--- config.mk ---
export PLATFORM = sky130hd
export DESIGN_NAME = stopwatch_run_ctrl
export DESIGN_NICKNAME = d
export VERILOG_FILES = /design/src/rtl/stopwatch_run_ctrl.sv
export SDC_FILE = /design/constraint.sdc
export NUM_CORES = 1
export LEC_CHECK = 0
export CAP_MARGIN = 15
export CORE_MARGIN = 3
export CORE_UTILIZATION = 55
export CTS_BUF_LIST = sky130_fd_sc_hd__clkbuf_16
export DETAILED_ROUTE_END_ITERATION = 16
export GPL_TIMING_DRIVEN = 0
export PLACE_DENSITY = 0.75
export SYNTH_ARGS = -nofsm -noshare
export SYNTH_HDL_FRONTEND = slang
export SYNTH_SLANG_ARGS = --single-unit
--- constraint.sdc ---
create_clock -name clk -period 2.37 [get_ports clk]
set_input_delay 0.5925 -clock clk [delete_from_list [all_inputs] [get_ports clk]]
set_output_delay 0.5925 -clock clk [all_outputs]
set_load 0.01 [all_outputs]
--- src/rtl/stopwatch_run_ctrl.sv ---
// stopwatch_run_ctrl: run/pause/clear/lap sequencer with prescaled seconds tick and lap freeze
module stopwatch_run_ctrl #(
  parameter int CLK_HZ    = 10_000_000,
  parameter int COUNT_MAX = 9,
  parameter int CMP_W     = 24
) (
  input  logic             clk,
  input  logic             rst,
  input  logic             ena,
  input  logic             btn_startstop,
  input  logic             btn_clear,
  input  logic             btn_lap,
  input  logic             cmp_load,
  input  logic [CMP_W-1:0] cmp_value,
  output logic [3:0]       digit,
  output logic             running,
  output logic             lap_active,
  output logic             tick,
  output logic             wrap
);
  localparam logic [1:0] IDLE = 2'd0, RUN = 2'd1, PAUSE = 2'd2;
  localparam logic [CMP_W-1:0] CMP_RST = CMP_W'(CLK_HZ - 1);
  localparam logic [3:0] CMAX = 4'(COUNT_MAX);
  logic [1:0] state;
  logic [2:0] s1, s2, s3, rise;
  logic [CMP_W-1:0] pre, cmp;
  logic [3:0] count, lap_val;
  logic tick_r, wrap_r, p_clr, p_ss, p_lap, hit;
  // bit 0 startstop, bit 1 clear, bit 2 lap; clear outranks startstop outranks lap
  always_comb begin
    rise = s2 & ~s3;
    p_clr = rise[1];
    p_ss = rise[0] & ~rise[1];
    p_lap = rise[2] & ~rise[1] & ~rise[0];
    hit = pre == cmp;
  end
  assign digit = lap_active ? lap_val : count;
  assign running = state == RUN;
  assign tick = tick_r & ena;
  assign wrap = wrap_r & ena;
  always_ff @(posedge clk) begin
    if (rst) begin
      state <= IDLE;
      s1 <= '0;
      s2 <= '0;
      s3 <= '0;
      pre <= '0;
      cmp <= CMP_RST;
      count <= '0;
      lap_val <= '0;
      lap_active <= 1'b0;
      tick_r <= 1'b0;
      wrap_r <= 1'b0;
    end else if (!ena) begin
      tick_r <= 1'b0;
      wrap_r <= 1'b0;
    end else begin
      s1 <= {btn_lap, btn_clear, btn_startstop};
      s2 <= s1;
      s3 <= s2;
      tick_r <= 1'b0;
      wrap_r <= 1'b0;
      case (state)
        IDLE: begin
          if (cmp_load) cmp <= cmp_value;
          if (p_ss) state <= RUN;
        end
        RUN: begin
          // leaving RUN suppresses any tick due this cycle and keeps the prescaler
          if (p_ss) state <= PAUSE;
          else begin
            pre <= hit ? '0 : pre + 1'b1;
            if (hit) begin
              count <= count == CMAX ? 4'd0 : count + 4'd1;
              tick_r <= 1'b1;
              wrap_r <= count == CMAX;
            end
            if (p_lap) begin
              if (!lap_active) lap_val <= count;
              lap_active <= !lap_active;
            end
          end
        end
        PAUSE: begin
          if (p_clr) begin
            state <= IDLE;
            count <= '0;
            pre <= '0;
            lap_active <= 1'b0;
          end else if (p_ss) state <= RUN;
          else if (p_lap) lap_active <= 1'b0;
        end
        default: state <= IDLE;
      endcase
    end
  end
endmodule

* Word-level counts from Yosys, hierarchy flattened
Index checks and enable logic that the tools add are counted. W data, S select, Z words.
Cells by class: $add $sub $neg 2, equal/unequal tests 11, multiplexer cells 21, bitwise gates (word level) 13, reductions and logical operators 11
Operator list (count):
- $mux W24 | 3
- $pmux W24 S2 | 1
- $add A24 B1 Y24 const B | 1
- $eq A24 B24 Y1 | 1
- $mux W4 | 5
- $pmux W4 S2 | 1
- $reduce_and A4 Y1 | 2
- $mux W1 | 6
- $mux W2 | 3
- $ne A2 B1 Y1 const B | 3
- $ne A3 B3 Y1 const B | 2
- $not A1 Y1 | 6
- $pmux W2 S3 | 1
- $reduce_and A6 Y1 | 1
- $and A1 B1 Y1 | 5
- $reduce_and A5 Y1 | 1
- $reduce_or A5 Y1 | 1
- $add A4 B1 Y4 const B | 1
- $eq A4 B4 Y1 const B | 1
- $ne A2 B2 Y1 const B | 2
- $reduce_or A4 Y1 | 1
- $and A3 B3 Y3 | 1
- $not A3 Y3 | 1
- $reduce_and A3 Y1 | 1
- 7 further kinds | 7
Word-level totals: flip-flop bits (word level) 70, input bits 31

* Depth between registers and ports, before layout
Gate-level depths: netlist of run 1.
depth after elaboration 9, depth in mapped cells 9

* Worst setup path before layout of run 1
OpenSTA, ideal clock, no wires.
path kind register to register, start register state[1], end register pre[10], setup time 0.117 ns, data arrival time 2.127 ns, required time 2.253 ns, setup slack 0.126 ns, cell stages (with the launch flop) 10, path buffers 2, period minus slack after synthesis 2.244 ns, path through dfxtp_1 > inv_1 > ha_1 > clkbuf_1 > or2_2 > o211ai_1 > nand3_1 > a22oi_2 > buf_2 > nor2_1
Between the ends: longest elaborated chain between the ends 3
Ends and longest elaborated chain:
- from (decl) | RTL line 24 | logic [1:0] state;
- from (signal assigned) | RTL line 43 | state <= IDLE;
- from (signal assigned) | RTL line 66 | if (p_ss) state <= RUN;
- from (signal assigned) | RTL line 70 | if (p_ss) state <= PAUSE;
- $eq A2 B1 Y1 *
- via running | RTL line 16 | output logic running,
- $ne A2 B2 Y1 (no source line) / $reduce_bool A2 Y1 (equally long branches)
- $reduce_and A4 Y1 (no source line)
- to (signal assigned) | RTL line 72 | pre <= hit ? '0 : pre + 1'b1;
- to (decl) | RTL line 26 | logic [CMP_W-1:0] pre, cmp;
The timed path passes the listed nets; every way through them passes the cells marked *. A chain may end at the register's enable or synchronous reset.

* Worst setup path after layout of run 1
start input ena, end output wrap
Between the ends: longest elaborated chain between the ends 1
Ends and longest elaborated chain:
- from (decl) | RTL line 9 | input logic ena,
- $and A1 B1 Y1 | RTL line 40 | assign wrap = wrap_r & ena;
- to (decl) | RTL line 19 | output logic wrap
No other way between the ends.

==> run summary, run 1 <==
die area - 7160 um^2
hold crit path type - flip-flop to flip-flop
Net Count, Synth - 441
Iteration-0 DRC Markers - 228
Core Util, Final - 72.8%
cts hold-fix bufs - 0
PortBufs - 36
clock-pin slew on the worst setup and hold paths - 0.05 ns
CTS Buffer Depth - 2
Final #Nets - 497
crit path capture type - primary output
global route overflow - 0
I/O Pins - 39
required time worst endpoint - 1.78 ns
worst hold start - cmp[13]
Total Power - 2.96 mW
top_reg_cell synth - dfxtp_1
worst hold stages - 2
DRC viols - 0
Clk Latency, worst-skew pair - 0.33 ns
antenna violations before repair - 0
Initial Utilization - 57.1%
status - finished, final reports clean
worst r2r dst - pre[23]
final WL - 8.10 mm
DP Wirelength - 5.63 mm
Post-DP Area - 3850 um^2
Hold Violations, Final - 0
chip height - 84.6 um
Post-DRT Antenna Nets - 0
WHS Endpoint - cmp[13]
CP max FO - 10
largest net degree at the start of global routing - 13
critical path arrival - 1.72 ns
TritonCTS clock tree - yes
row cnt - 28
clock skew - 0.00595 ns
worst-margin pin slew - 0.792 ns
Area Overhead vs Synth - 27.6%
CP Launch Type - input pin
Synth async-reset ratio - 0%
Final setup viols - 0
PwrDens - 683 nW/um^2
first-pass GRT wire length - 13.8 mm
Seq/Total Area, Yosys - 41.2%
f_max - 433 MHz
core area - 5960 um^2
Root Driver - clkbuf_16
number of global-route vias before repair - 2901
Sink Count - 70
final hold slack - 0.468 ns
Ys Warns - 0
Seq cells post-synth - 70
Mapped Area - 3400 um^2
setup slack after layout - 0.0600 ns
pre-CTS setup slack - -0.280 ns
r2r setup slk - 0.16 ns
minimum clock period - 2.31 ns
cell area after layout - 4340 um^2
Filler Cells Inserted - 483
layout cells sized above 1 - 13.1%
Leak - 1.66 nW
maxcap violations - 0
Max IR drop VDD - 0.000429 V
Die W - 84.6 um
TritonCTS buffer count - 9
crit path kind - input pin to primary output
EDFF count, synth - 0
Avg WL per Cell - 15.0 um
synth unique cells - 53
n_diodes - 0
Post-Synthesis Cells - 403
period utilization - 97.5%
via count - 2986
gpl congestion - 0.857
H-tree Lvls - 3
Max-Slew Margin vs Limit - 46.8%
Syn Area/Cell - 8.43 um^2
routed vias/inst - 5.54
GR Util All Layers - 24.2%
Reg-to-Reg Start - state[0]
Final Slew Violations - 0
drt pass-1 iters - 4
FF-to-FF path depth - 8
-- sequential cells by signal (all words and copies together), names as in the netlist, 2 cells and up --
register,cells
cmp,24
count,4
lap_val,4
pre,24
s1,3
s2,3
s3,3
state,2
-- layer usage --
layer	vias up	global-route usage (%)	routed length, um
met2	93	38.1	3680
li1	1478	-	-
met4	0	9.93	166
met5	-	0	0
met1	1400	32.9	3790
met3	15	4.22	460
-- placed cells by master (no fill, tap or decap), drive strengths merged, types with 2 or more instances in the layout --
cell type and instances:
dfxtp 70, and4 2, nand2 74, inv 5, nor2 52, mux2i 13, nor3 8, bufinv 3
a21oi 18, and2 3, nor4b 3, xnor2 25, clkinv 4, clkbuf 20, xor2 20, a211o 2
mux2 5, nor4 5, nand4 13, nand3 25, a22oi 2, buf 18, clkdlybuf4s50 36, o21ai 4
or4b 2, ha 7, nor2b 3, nor3b 3, and3 3
-- power by group --
group | internal, mW | switching (mW)
Sequential | 1.21 | 0.0253
Clock | 1.02 | 0.511
Combinational | 0.101 | 0.0937
-- critical path, cell delays in order --
cell             delay (ns)
buf_6                  0.12
clkbuf_2               0.29
and2_1                 0.17
clkdlybuf4s50_1        0.54
-- per-stage QoR --
stage                     std cells  TNS, ns
final                           539        0
after floorplan                 403        0
after global routing            539   -0.248
after global placement          514    -5.70
after detailed placement        514    -4.81
after CTS                       536        0
-- cells in the mapped netlist, types with 2 or more instances --
master	count	area, um^2
and2_1	3	18.8
nor4b_2	2	30.0
nand3_1	25	125
nor3b_1	3	22.5
and3_1	3	18.8
a211o_1	2	17.5
o21ai_0	4	20.0
nor2_1	46	173
nand2_1	74	278
inv_1	5	18.8
nor2_2	6	37.5
clkbuf_1	12	45.0
buf_6	2	22.5
mux2i_1	13	130
a21oi_1	18	90.1
mux2_2	3	33.8
ha_1	7	87.6
nor2b_1	3	18.8
mux2_1	2	22.5
nor3_1	8	40.0
nor4_1	4	25.0
buf_4	4	30.0
nand4_1	12	75.1
dfxtp_1	70	1400
xnor2_1	25	219
xor2_1	20	175
-- cell families after synthesis --
kind of cell / synth area share (%)
simple gates: 28.6
flops: 41.2
mux: 5.49
compound gates: 6.67
fa+ha+maj: 2.58
buf+inv: 3.79
xor+xnor: 11.6
-- cell type report --
cell class              count  area [um^2]  share of cell area [%]
clock buffers               9          225                    5.19
multi-input cells         307         1930                    44.5
inverters                   6         22.5                   0.519
well taps                  75         93.8                    2.16
plain buffers              19          106                    2.45
repair buffers             46          435                    10.0
flip-flops and latches     70         1410                    32.5
clock inverters             7          113                    2.60
-- how the worst max path moves through the flow --
stage / slack (ns) / cells past startpoint / endpoint / startpoint
3_5_place_dp: -0.28 / 9 / pre[4] / state[1]
3_3_place_gp: -0.31 / 9 / pre[11] / state[1]
4_1_cts: 0.04 / 7 / count[1] / pre[11]
6_report: 0.06 / 4 / wrap / ena
2_1_floorplan: 0.13 / 9 / pre[10] / state[1]
5_1_grt: -0.05 / 10 / pre[18] / state[0]
-- timing repair --
action | CTS | global route
pin swaps | 2 | 1
endpoints found under the setup margin | 28 | 29
buffers inserted | 7 | 3
gates resized for setup | 7 | 9
(Power assumes the default switching activity.)
==> run 2: changes to the inputs <==
- CORE_MARGIN: 3 -> 5
- GPL_TIMING_DRIVEN: 0 -> 1
==> run summary, run 2 (synthesis results as in run 1) <==
Slowest-stage cell, CP - dfxtp_1 (was clkdlybuf4s50_1)
Avg WL per Cell - 14.6 um (was 15.0 um)
layout cells sized above 1 - 14.9% (was 13.1%)
worst-margin pin slew - 0.456 ns (was 0.792 ns)
routed vias/inst - 5.40 (was 5.54)
Initial Utilization - 57.1% (unchanged)
biggest regs - cmp x24, pre x24 (unchanged)
global route overflow - 0 (unchanged)
Area Overhead vs Synth - 28.6% (was 27.6%)
critical path buffer and inverter count - 1 (was 3)
Clk Latency, worst-skew pair - 0.32 ns (was 0.33 ns)
number of global-route vias before repair - 2906 (was 2901)
largest net degree at the start of global routing - 32 (was 13)
Final Slew Violations - 0 (unchanged)
maxcap violations - 0 (unchanged)
critical path arrival - 1.72 ns (about the same)
CTS Buffer Depth - 2 (unchanged)
PwrDens - 673 nW/um^2 (was 683 nW/um^2)
Worst path top cell family by delay - flip-flops (was buffers and inverters)
hold crit path type - flip-flop to flip-flop (unchanged)
die area - 7850 um^2 (was 7160 um^2)
pre-CTS setup slack - -0.152 ns (was -0.280 ns)
crit path capture type - primary output (unchanged)
chip height - 88.6 um (was 84.6 um)
minimum clock period - 2.31 ns (about the same)
Core Util, Final - 73.4% (was 72.8%)
most common cell after layout, fill and taps aside - nand2_1 (unchanged)
Final #Nets - 502 (was 497)
slowest stage delay, CP - 0.51 ns (was 0.54 ns)
via count - 2940 (was 2986)
setup slack after layout - 0.0610 ns (was 0.0600 ns)
required time worst endpoint - 1.78 ns (about the same)
cts hold-fix bufs - 0 (unchanged)
PortBufs - 38 (was 36)
Post-DRT Antenna Nets - 0 (unchanged)
TritonCTS buffer count - 9 (unchanged)
n_diodes - 0 (unchanged)
DP Wirelength - 5.68 mm (was 5.63 mm)
Sink Count - 70 (unchanged)
Max-Slew Margin vs Limit - 69.3% (was 46.8%)
Setup Buffers After CTS - 0 (was 7)
f_max - 433 MHz (about the same)
GR Util All Layers - 22.3% (was 24.2%)
most frequent cells in the layout - nand2_1, dfxtp_1, nor2_1 (unchanged)
clock skew - 0.00579 ns (was 0.00595 ns)
Final setup viols - 0 (unchanged)
CP Launch Type - flip-flop (was input pin)
Max IR drop VDD - 0.000577 V (was 0.000429 V)
antenna violations before repair - 0 (unchanged)
Total Power - 2.94 mW (was 2.96 mW)
Leak - 1.72 nW (was 1.66 nW)
first-pass GRT wire length - 13.5 mm (was 13.8 mm)
H-tree Lvls - 3 (unchanged)
DRC viols - 0 (unchanged)
Root Driver - clkbuf_16 (unchanged)
status - finished, final reports clean (unchanged)
I/O Pins - 39 (unchanged)
gpl congestion - 0.828 (was 0.857)
CP max FO - 8 (was 10)
drt pass-1 iters - 4 (unchanged)
crit path kind - flip-flop to primary output (was input pin to primary output)
Hold Violations, Final - 0 (unchanged)
Iteration-0 DRC Markers - 173 (was 228)
Die W - 88.6 um (was 84.6 um)
period utilization - 97.4% (was 97.5%)
crit-path cells - mux2_2 -> clkdlybuf4s50_1 (was buf_6 -> clkbuf_2 -> and2_1 -> clkdlybuf4s50_1)
final WL - 7.96 mm (was 8.10 mm)
row cnt - 28 (unchanged)
clock-pin slew on the worst setup and hold paths - 0.06 ns (was 0.05 ns)
TritonCTS clock tree - yes (unchanged)
core area - 5960 um^2 (unchanged)
setup TNS - 0 ns (unchanged)
## run 2: cell count changes in the layout (fill, tap and decap cells not counted), sizes merged
| cell | before | now |
|---|---|---|
| clkdlybuf4s50 | 36 | 37 |
| buf | 18 | 32 |
| dlygate4sd2 | 0 | 1 |
| clkbuf | 20 | 9 |
## run 2: repair_timing
| action | 4_1_cts | 5_1_grt |
|---|---|---|
| cloned | 0 | 0 |
| setup endpoints to repair | 2 | 27 |
| resized for setup | 1 | 3 |
| endpoints found under the hold margin | 0 | 0 |
## run 2: final timing paths
check | start | endpoint | slack [ns] | cells past startpoint
hold / removal | cmp[18] | cmp[18] | 0.47 | 2
hold reg to reg | cmp[18] | cmp[18] | 0.47 | 2
setup / recovery | lap_active | digit[0] | 0.06 | 2
setup reg to reg | pre[9] | pre[23] | 0.19 | 7
## run 2: final cells by class
cell class	count	area, um^2
Clock buffer	9	225
Clock inverter	7	113
Fill cell	482	1590
Inverter	6	22.5
Multi-Input combinational cell	307	1880
Sequential cell	70	1400
Tap cell	75	93.8
Timing Repair Buffer	70	632
## run 2: report_power, final
group | switching, mW | internal [mW]
Clock | 0.492 | 1.02
Combinational | 0.0917 | 0.102
Sequential | 0.0236 | 1.21
Total | 0.607 | 2.33
## run 2: worst reg2reg max path, cell delays in order, from the launching register on
cell	delay, ns
dfxtp_1	0.39
buf_4	0.16
nand4_2	0.14
or4_1	0.54
or4b_4	0.54
nor2_2	0.12
xnor2_1	0.14
nor2_2	0.05
## run 2: layer usage
metal	wire, um	GRT usage, %	vias to the layer above
met5	0	0	-
met4	122	9.75	0
met3	394	4.00	13
met2	3740	35.5	61
met1	3700	29.8	1381
li1	-	-	1485
## run 2: through the flow
stage | area, um^2 | hold slack [ns] | cells
after floorplan | 3400 | 0.448 | 403
after global placement | 4020 | 0.459 | 528
after detailed placement | 4020 | 0.463 | 528
after CTS | 4360 | 0.475 | 544
after global routing | 4370 | 0.495 | 544
final | 4370 | 0.472 | 544
==> run 3: changes to the inputs <==
- CAP_MARGIN: 15 -> unset
- PLACE_DENSITY: 0.75 -> 0.82
==> run summary, run 3 (synthesis results as in run 1) <==
status - finished, final reports clean (unchanged)
sequential share of power - 41.6% (was 41.9%)
die area - 7850 um^2 (unchanged)
final WL - 8.43 mm (was 7.96 mm)
Clock Power Share - 51.7% (was 51.5%)
Final setup viols - 0 (unchanged)
cell area after layout - 4370 um^2 (about the same)
TritonCTS clock tree - yes (unchanged)
RSZ-0062 raised after global routing - yes
Max IR drop VDD - 0.000497 V (was 0.000577 V)
Post-DP Area - 4020 um^2 (about the same)
Setup Buffers After CTS - 0 (unchanged)
Logic pwr share - 6.8% (was 6.6%)
Hold Violations, Final - 0 (unchanged)
drt pass-1 iters - 5 (was 4)
global route overflow - 0 (unchanged)
first-pass GRT wire length - 14.1 mm (was 13.5 mm)
Post-DRT Antenna Nets - 0 (unchanged)
PwrDens - 679 nW/um^2 (was 673 nW/um^2)
Final Slew Violations - 0 (unchanged)
required time worst endpoint - 1.78 ns (about the same)
layout cells sized above 1 - 14.3% (was 14.9%)
Avg WL per Cell - 15.5 um (was 14.6 um)
final hold slack - 0.477 ns (was 0.472 ns)
TritonCTS buffer count - 9 (unchanged)
hold crit path type - flip-flop to flip-flop (unchanged)
core area - 5960 um^2 (unchanged)
worst hold stages - 2 (unchanged)
period utilization - 96.9% (was 97.4%)
Area Overhead vs Synth - 28.6% (about the same)
critical path arrival - 1.70 ns (was 1.72 ns)
Root Driver - clkbuf_16 (unchanged)
net switching power - 631 uW (was 607 uW)
Final #Nets - 501 (was 502)
largest net degree at the start of global routing - 35 (was 32)
f_max - 435 MHz (was 433 MHz)
number of global-route vias before repair - 2908 (was 2906)
biggest regs - cmp x24, pre x24 (unchanged)
most common cell after layout, fill and taps aside - nand2_1 (unchanged)
Leak - 1.72 nW (about the same)
clock skew - 0.00485 ns (was 0.00579 ns)
switching share of power - 21.3% (was 20.7%)
Post-CTS Resized - 1 (unchanged)
CP max FO - 9 (was 8)
GR Util All Layers - 23.5% (was 22.3%)
minimum clock period - 2.30 ns (was 2.31 ns)
cts hold-fix bufs - 0 (unchanged)
Die W - 88.6 um (unchanged)
crit path kind - flip-flop to primary output (unchanged)
crit path capture type - primary output (unchanged)
Initial Utilization - 57.1% (unchanged)
FF-to-FF path depth - 9 (was 7)
H-tree Lvls - 3 (unchanged)
n_diodes - 0 (unchanged)
antenna violations before repair - 0 (unchanged)
DP Wirelength - 5.59 mm (was 5.68 mm)
DRC viols - 0 (unchanged)
Clk Latency, worst-skew pair - 0.33 ns (was 0.32 ns)
most frequent cells in the layout - nand2_1, dfxtp_1, nor2_1 (unchanged)
maxcap violations - 0 (unchanged)
Filler Cells Inserted - 421 (was 482)
worst-margin pin slew - 0.454 ns (was 0.456 ns)
Cell Int Power - 2.34 mW (was 2.33 mW)
routed vias/inst - 5.60 (was 5.40)
I/O Pins - 39 (unchanged)
CTS Buffer Depth - 2 (unchanged)
clock-pin slew on the worst setup and hold paths - 0.05 ns (was 0.06 ns)
chip height - 88.6 um (unchanged)
via count - 3040 (was 2940)
Max-Slew Margin vs Limit - 69.4% (was 69.3%)
gpl congestion - 0.922 (was 0.828)
row cnt - 28 (unchanged)
PortBufs - 38 (unchanged)
CP Launch Type - flip-flop (unchanged)
Iteration-0 DRC Markers - 221 (was 173)
Sink Count - 70 (unchanged)
run 3: cell type report:
| type | count | area (um^2) | share of cell area, % |
|---|---|---|---|
| multi-input cells | 307 | 1880 | 43.0 |
| flip-flops and latches | 70 | 1400 | 32.1 |
| repair buffers | 69 | 637 | 14.6 |
| clock buffers | 9 | 225 | 5.15 |
| clock inverters | 7 | 113 | 2.58 |
| well taps | 75 | 93.8 | 2.15 |
| inverters | 6 | 22.5 | 0.515 |
run 3: worst paths after layout:
kind / end / slack, ns / from
setup reg to reg: pre[9] / 0.14 / state[0]
setup / recovery: running / 0.07 / state[1]
hold reg to reg: cmp[22] / 0.48 / cmp[22]
hold / removal: cmp[22] / 0.48 / cmp[22]
run 3: per-stage QoR:
stage	setup slack (ns)	util, %	setup TNS (ns)	power (mW)	instances
floorplan	0.126	-	0	1.36	403
global placement	-0.103	67.6	-0.466	1.45	527
detailed placement	-0.168	67.6	-1.02	1.45	527
CTS	0.0732	73.2	0	2.98	543
global route	-0.00560	73.4	-0.0112	3.05	543
finish	0.0731	73.4	0	2.97	543
run 3: routing by layer:
metal | vias up | track usage, % | part of all wire [%]
met2 | 102 | 38.2 | 48
li1 | 1481 | - | -
met5 | - | 0 | 0
met4 | 0 | 8.79 | 2.5
met3 | 23 | 6.33 | 5.8
met1 | 1434 | 29.8 | 44
run 3: critical path, stage by stage, from the launching register on:
cell and delay [ns]:
dfxtp_1 0.42, inv_1 0.09, ha_1 0.20, buf_4 0.18, clkdlybuf4s50_1 0.48
run 3: power groups by stage:
stage	clock (mW)	sequential, mW	combinational, mW
after detailed placement	0	1.26	0.196
after CTS	1.54	1.23	0.201
after global placement	0	1.26	0.191
after global routing	1.60	1.24	0.219
final	1.53	1.23	0.200
after floorplan	0	1.25	0.111
